$ cat src/rtl/mem_access_controller.sv
// Sequences one read or write between the CPU MAR/MDR and a 512x32 synchronous RAM.
// It absorbs the RAM's registered-address read latency and returns read data with a one-cycle done pulse.
//
// state   | meaning
// IDLE    | waiting for a request; busy low
// RD_ADDR | RAM latches the read address at this edge
// RD_CAP  | RAM read data valid; captured into mem_data_out
// WR      | write strobe high; RAM writes at this edge
// DONE    | one-cycle completion pulse
module mem_access_controller #(
    parameter int DATA_WIDTH = 32,
    parameter int ADDR_WIDTH = 9,
    parameter int MAR_WIDTH  = 32
) (
    input  logic                  clk,
    input  logic                  clear,
    input  logic                  req_read,
    input  logic                  req_write,
    input  logic [MAR_WIDTH-1:0]  mar_in,
    input  logic [DATA_WIDTH-1:0] mdr_in,
    input  logic [DATA_WIDTH-1:0] ram_data_out,
    output logic [ADDR_WIDTH-1:0] ram_address,
    output logic [DATA_WIDTH-1:0] ram_data_in,
    output logic                  ram_write_enable,
    output logic [DATA_WIDTH-1:0] mem_data_out,
    output logic                  busy,
    output logic                  done,
    output logic                  addr_error
);

    typedef enum logic [2:0] {
        IDLE    = 3'd0,
        RD_ADDR = 3'd1,
        RD_CAP  = 3'd2,
        WR      = 3'd3,
        DONE    = 3'd4
    } state_t;

    state_t                state_q;
    logic [ADDR_WIDTH-1:0] ram_address_q;
    logic [DATA_WIDTH-1:0] ram_data_in_q;
    logic                  ram_write_enable_q;
    logic [DATA_WIDTH-1:0] mem_data_out_q;
    logic                  busy_q;
    logic                  done_q;
    logic                  addr_error_q;
    logic                  out_of_range;

    // Any set bit above the RAM address range makes the request invalid.
    generate
        if (MAR_WIDTH > ADDR_WIDTH) begin : g_range_check
            assign out_of_range = (mar_in[MAR_WIDTH-1:ADDR_WIDTH] != '0);
        end else begin : g_no_range_check
            assign out_of_range = 1'b0;
        end
    endgenerate

    always_ff @(posedge clk or posedge clear) begin
        if (clear) begin
            state_q            <= IDLE;
            ram_address_q      <= '0;
            ram_data_in_q      <= '0;
            ram_write_enable_q <= 1'b0;
            mem_data_out_q     <= '0;
            busy_q             <= 1'b0;
            done_q             <= 1'b0;
            addr_error_q       <= 1'b0;
        end else begin
            done_q <= 1'b0;
            case (state_q)
                IDLE: begin
                    if (req_read || req_write) begin
                        addr_error_q <= out_of_range;
                        busy_q       <= 1'b1;
                        if (out_of_range) begin
                            state_q <= DONE;
                            done_q  <= 1'b1;
                        end else if (req_read) begin
                            ram_address_q <= mar_in[ADDR_WIDTH-1:0];
                            state_q       <= RD_ADDR;
                        end else begin
                            ram_address_q      <= mar_in[ADDR_WIDTH-1:0];
                            ram_data_in_q      <= mdr_in;
                            ram_write_enable_q <= 1'b1;
                            state_q            <= WR;
                        end
                    end
                end
                RD_ADDR: begin
                    state_q <= RD_CAP;
                end
                RD_CAP: begin
                    mem_data_out_q <= ram_data_out;
                    state_q        <= DONE;
                    done_q         <= 1'b1;
                end
                WR: begin
                    ram_write_enable_q <= 1'b0;
                    state_q            <= DONE;
                    done_q             <= 1'b1;
                end
                DONE: begin
                    busy_q  <= 1'b0;
                    state_q <= IDLE;
                end
                default: begin
                    ram_write_enable_q <= 1'b0;
                    busy_q             <= 1'b0;
                    state_q            <= IDLE;
                end
            endcase
        end
    end

    assign ram_address      = ram_address_q;
    assign ram_data_in      = ram_data_in_q;
    assign ram_write_enable = ram_write_enable_q;
    assign mem_data_out     = mem_data_out_q;
    assign busy             = busy_q;
    assign done             = done_q;
    assign addr_error       = addr_error_q;

endmodule

$ cat config.mk
export PLATFORM = sky130hd
export DESIGN_NAME = mem_access_controller
export DESIGN_NICKNAME = d
export VERILOG_FILES = /design/src/rtl/mem_access_controller.sv
export SDC_FILE = /design/constraint.sdc
export NUM_CORES = 1
export LEC_CHECK = 0
export CAP_MARGIN = 10
export CORE_UTILIZATION = 38
export DETAILED_ROUTE_END_ITERATION = 8
export PLACE_DENSITY_LB_ADDON = 0.12
export RECOVER_POWER = 100
export SLEW_MARGIN = 20
export SYNTH_ARGS = -nofsm -noshare
export SYNTH_HDL_FRONTEND = slang
export SYNTH_SLANG_ARGS = --single-unit
$ cat constraint.sdc
create_clock -name clk -period 3.4 [get_ports clk]
set_clock_uncertainty 0.1 [all_clocks]
set_input_delay 0.68 -clock clk [delete_from_list [all_inputs] [get_ports clk]]
set_output_delay 0.68 -clock clk [all_outputs]
set_load 0.01 [all_outputs]
=== Word-level counts from Yosys, hierarchy flattened ===
Index checks and enable logic that the tools add are counted.
Widths: inputs -> output; s select.

* Flip-flop bits (word level): 80
* Input port bits: 100
* Output and inout bits: 77
* Logic and storage cells: 43

* Equal/unequal tests: 7
* Muxes and demuxes: 13
* Bitwise operators: 4
* Reduce and logical (&&, ||, !) cells: 11

{| class="wikitable"
|+ Operator list
! cell !! count
|-
| $reduce_bool 23->1 || 1
|-
| $pmux 3 s3 || 1
|-
| $reduce_and 4->1 || 2
|-
| $eq 3x2->1 const B || 2
|-
| $mux 1 || 6
|-
| $mux 3 || 2
|-
| $ne 2x2->1 const B || 3
|-
| $pmux 1 s2 || 3
|-
| $reduce_or 3->1 || 2
|-
| $not 1->1 || 4
|-
| $reduce_and 2->1 || 2
|-
| $eq 3x1->1 const B || 1
|-
| $eq 3x3->1 const B || 1
|-
| $logic_not 3->1 || 1
|-
| $reduce_and 3->1 || 1
|-
| $mux 2 || 1
|-
| $reduce_or 2->1 || 1
|-
| $logic_or 1x1->1 || 1
|}

=== Depth between registers and ports, before layout ===
* Word-level depth: 4
* Mapped depth: 5
* Gate-level depth less buffers: 4

=== Worst setup path before layout ===
Ideal clock, no wire load.

* Kind: input port to flip-flop
* Start: in mar_in[27]
* End: reg ram_data_in_q[10], in the netlist ram_data_in[10]
* Setup time: 0.127 ns
* Data arrival time: 2.243 ns
* Data required time: 3.173 ns
* Path slack: 0.929 ns
* Stages on the path: 5
* Path through: nor4_1 -> nand4_2 -> nor4_4 -> buf_6 -> mux2_1

* Cells in the longest elaborated chain, start to end: 3

{| class="wikitable"
|+ RTL lines
! item !! RTL line !! RTL
|-
| from (decl) || 19 || <nowiki>input logic [MAR_WIDTH-1:0] mar_in,</nowiki>
|-
| $reduce_bool 23->1 || 52 || <nowiki>assign out_of_range = (mar_in[MAR_WIDTH-1:ADDR_WIDTH] != '0);</nowiki>
|-
| $not 1->1 (no line) || - ||
|-
| $reduce_and 4->1 (no line) || - ||
|-
| to (signal assigned) || 83 || <nowiki>ram_data_in_q <= mdr_in;</nowiki>
|-
| to (decl) || 41 || <nowiki>logic [DATA_WIDTH-1:0] ram_data_in_q;</nowiki>
|}

Every way passes these cells.
A chain may end at the register's enable or synchronous reset.

=== Final worst setup path ===
* Start: in mar_in[12]
* End: reg ram_data_in_q[28], in the netlist ram_data_in[28]

The elaborated chain is that of the path after synthesis.

==> run_results.csv <==
group,metric,value,unit
status,status,"finished with violations",
status,violations,"capacitance limit, slew limit",
routing,drtAntennaViolNets,0,
worst_setup_path,reg2reg_from,"state_q[2]$_DFFE_PP0N_",
timing,setup_viol,0,
synth,ys_types,19,
final_layout,stdcell_count,479,
worst_setup_path,cp-start-kind,"input pin",
worst_setup_path,critPathSlowestCell,"nor4_1",
clock_network,cts_htree_levels,3,
clock_network,cts.sinks,80,
timing,max_freq,352.2,MHz
die,start_util,0.3942,
timing,hold_slack,0.3812,ns
synth,yosys_warnings,0,
worst_setup_path,cp_max_fo,33,
routing,routedWlPerCell,14.36,um
final_layout,antenna_cells,0,
die,die_w,91.76,um
pwr,power_frac_seq,0.551,
routing,drt_iter0_drc,42,
placement,dpl.cell_count,463,
clock_network,cts_tree,"built",
clock_network,postCtsSetupRepairBufs,0,
synth,async_flop_share,1.000,
global_route,grt_max_degree,45,
final_layout,area_growth,66.57,%
pwr,peakVddDrop,0.2220,mV
worst_setup_path,worst_ep_required_time,3.53,ns
worst_hold_path,hold_end,"ram_data_in[15]$_DFFE_PP0P_",
synth,syn_avg_cell_area,16.20,um2
timing,grt_setup_unrepaired,"false",
routing,routed_wl,6.880,mm
synth,yosysMostFrequentCell,"dfrtp_1",
worst_setup_path,path_buf_inv,2,
worst_hold_path,hold_start,"ram_data_in[15]$_DFFE_PP0P_",
timing,maxSlewHeadroom,-0.1216,
timing,hold_viol,0,
synth,netlist_area,3062,um2
global_route,overflow,0,
global_route,grt_util_all_layers,0.1705,
global_route,antenna_found_initial,0,
placement,placed_area,4955,um2
final_layout,fillers,625,
synth,synth_edf_count,0,
worst_setup_path,r2r_cells,3,
worst_setup_path,cpPeakStageDelay,0.56,ns
synth,synth_top_area_cell,"dfrtp_1",
worst_setup_path,end_kind,"flip-flop",
routing,drtPass1Iterations,3,
placement,dp_slack,0.4657,ns
die,die_area,8420,um2
worst_setup_path,cp_common_cell,"nor4_1",
placement,place_congestion,0.6737,
final_layout,multi_input_area,978.4,um2
pwr,p_leak,2.589,nW
pwr,finalPower,1.739,mW
die,pin_count,177,
pwr,swShare,0.2319,
global_route,grt_pass1_wl,11.19,mm
pwr,p_switching,403.4,uW
pwr,p_clk_frac,0.361,
die,fp-row-count,32,
routing,dr_total_vias,2263,
synth,ys_seq_elements,80,
synth,synth_cells,189,
final_layout,final_core_util,0.6566,
clock_network,cts-hold-fix-buffers,0,
pwr,internal_power,1.336,mW
die,fp.coreArea,7767,um2
synth,synth.top_cell.area_share,0.6539,
synth,ys_top_cells_by_area,"dfrtp_1 65%, mux2_2 16%, mux2_1 11%, buf_6 1.1%, nor4_1 1.0%",
final_layout,drive_gt1_frac,0.1724,
routing,vias_per_cell,4.724,
run,cap_violations,2,
synth,synth_fp_nets,289,
clock_network,clock_latency,0.33,ns
worst_setup_path,critical_path.startpoint,"mar_in[12]",
placement,numPortBuffers,176,
clock_network,clk_path_buf_depth,2,
synth,synth_commonest_cells,"80 x dfrtp_1, 44 x mux2_2, 29 x mux2_1",
final_layout,fin_nets,472,
worst_setup_path,worstSetupPathType,"in2reg",
placement,dp.final_hpwl,5.142,mm
worst_setup_path,critical_path.top_delay_family,"simple AND/OR/NAND/NOR gates",
worst_setup_path,reg2reg_to,"mem_data_out[31]$_DFFE_PP0P_",
clock_network,cts.repair.resized,0,
timing,worstMarginPinSlew,1.673,ns
worst_setup_path,cp.arrival,2.97,ns
worst_setup_path,cp_cell_sequence,"dlygate4sd3_1 > nor4_1 > nand4_1 > nor4_1 > buf_12 > mux2_2",
timing,setup_tns,0,ns
synth,synthFlopType,"dfrtp_1",
final_layout,stdcell_area,5100,um2
die,dieHeight,91.76,um
timing,fin_ws,0.5604,ns
clock_network,root_buffer,"clkbuf_8",
pwr,power_frac_comb,0.088,
global_route,grt_pass1_vias,2287,
synth,synth.yosys.seq_area_share,0.6539,
worst_setup_path,r2r_setup_slack,0.95,ns
worst_hold_path,min_path_cells,1,
pwr,p_per_area,341.0,nW/um2
clock_network,cts_buffers,9,
routing,drc,0,
timing,period_needed,2.840,ns
final_layout,layout.area.seq,2002,um2
timing,finalCritPeriodShare,0.8352,
clock_network,clkTransAtPathRegs,0.08,ns
worst_hold_path,hp-class,"reg2reg",
timing,slew_viol_final,70,
-- registers in the layout (all words and copies together), names as in the netlist --
signal and flops:
mem_data_out 32, ram_data_in 32, ram_address 9, state_q 3, addr_error 1, busy 1, done 1, ram_write_enable 1
-- cells in the final DEF, fill, tap and decap left out, types with 2 or more instances in the layout --
cell / n
clkbuf_8: 9
inv_6: 3
o21ai_0: 4
mux2_1: 29
clkdlybuf4s50_1: 96
nand2b_1: 3
dfrtp_1: 80
mux2_2: 44
a21oi_1: 2
nor2_1: 2
nor3_1: 3
clkinvlp_4: 3
inv_1: 2
nor4_1: 6
dlygate4sd3_1: 80
buf_12: 2
-- worst max-delay path by stage --
stage                                        to  slack, ns  depth (start not counted)
floorplan                addr_error$_DFFE_PP0P_       0.57                          1
global placement    ram_data_in[29]$_DFFE_PP0P_       0.51                          6
detailed placement  ram_data_in[28]$_DFFE_PP0P_       0.47                          6
CTS                 ram_data_in[28]$_DFFE_PP0P_       0.84                          6
global route        ram_data_in[28]$_DFFE_PP0P_       0.37                          6
finish              ram_data_in[28]$_DFFE_PP0P_       0.56                          6
-- worst reg2reg max path, cell delays in order (launching register included) --
cell      delay (ns)
dfrtp_1         0.41
nand2b_1        0.20
nor2_2          1.18
mux2_2          0.47
-- per-layer routing --
| metal | routed length (um) | global-route usage | up-vias |
|---|---|---|---|
| met3 | 590 | 0.04561 | 18 |
| met4 | 184 | 0.08464 | 0 |
| met2 | 3144 | 0.2650 | 110 |
| met1 | 2960 | 0.2207 | 1088 |
| li1 | - | - | 1047 |
| met5 | 0 | 0 | - |
-- power groups by stage --
stage | combinational (mW) | clock [mW] | sequential (mW)
floorplan | 0.0257 | 0 | 0.979
global placement | 0.157 | 0 | 0.977
detailed placement | 0.159 | 0 | 0.977
CTS | 0.160 | 0.654 | 0.958
global route | 0.167 | 0.690 | 0.959
finish | 0.153 | 0.628 | 0.958
-- kinds of logic after synthesis --
logic type             synth area share
and+or+nand+nor                 0.04454
DFF                              0.6539
buffers and inverters           0.01839
muxes                            0.2685
AOI/OAI and AO/OA               0.01471
-- final cells by class --
| class | count | share of cell area |
|---|---|---|
| Sequential cell | 80 | 0.3925 |
| Timing Repair Buffer | 178 | 0.3533 |
| Multi-Input combinational cell | 100 | 0.1919 |
| Tap cell | 102 | 0.02502 |
| Clock buffer | 9 | 0.02429 |
| Clock inverter | 7 | 0.01055 |
| Inverter | 3 | 0.002453 |
Power figures use the tool's default switching activity.
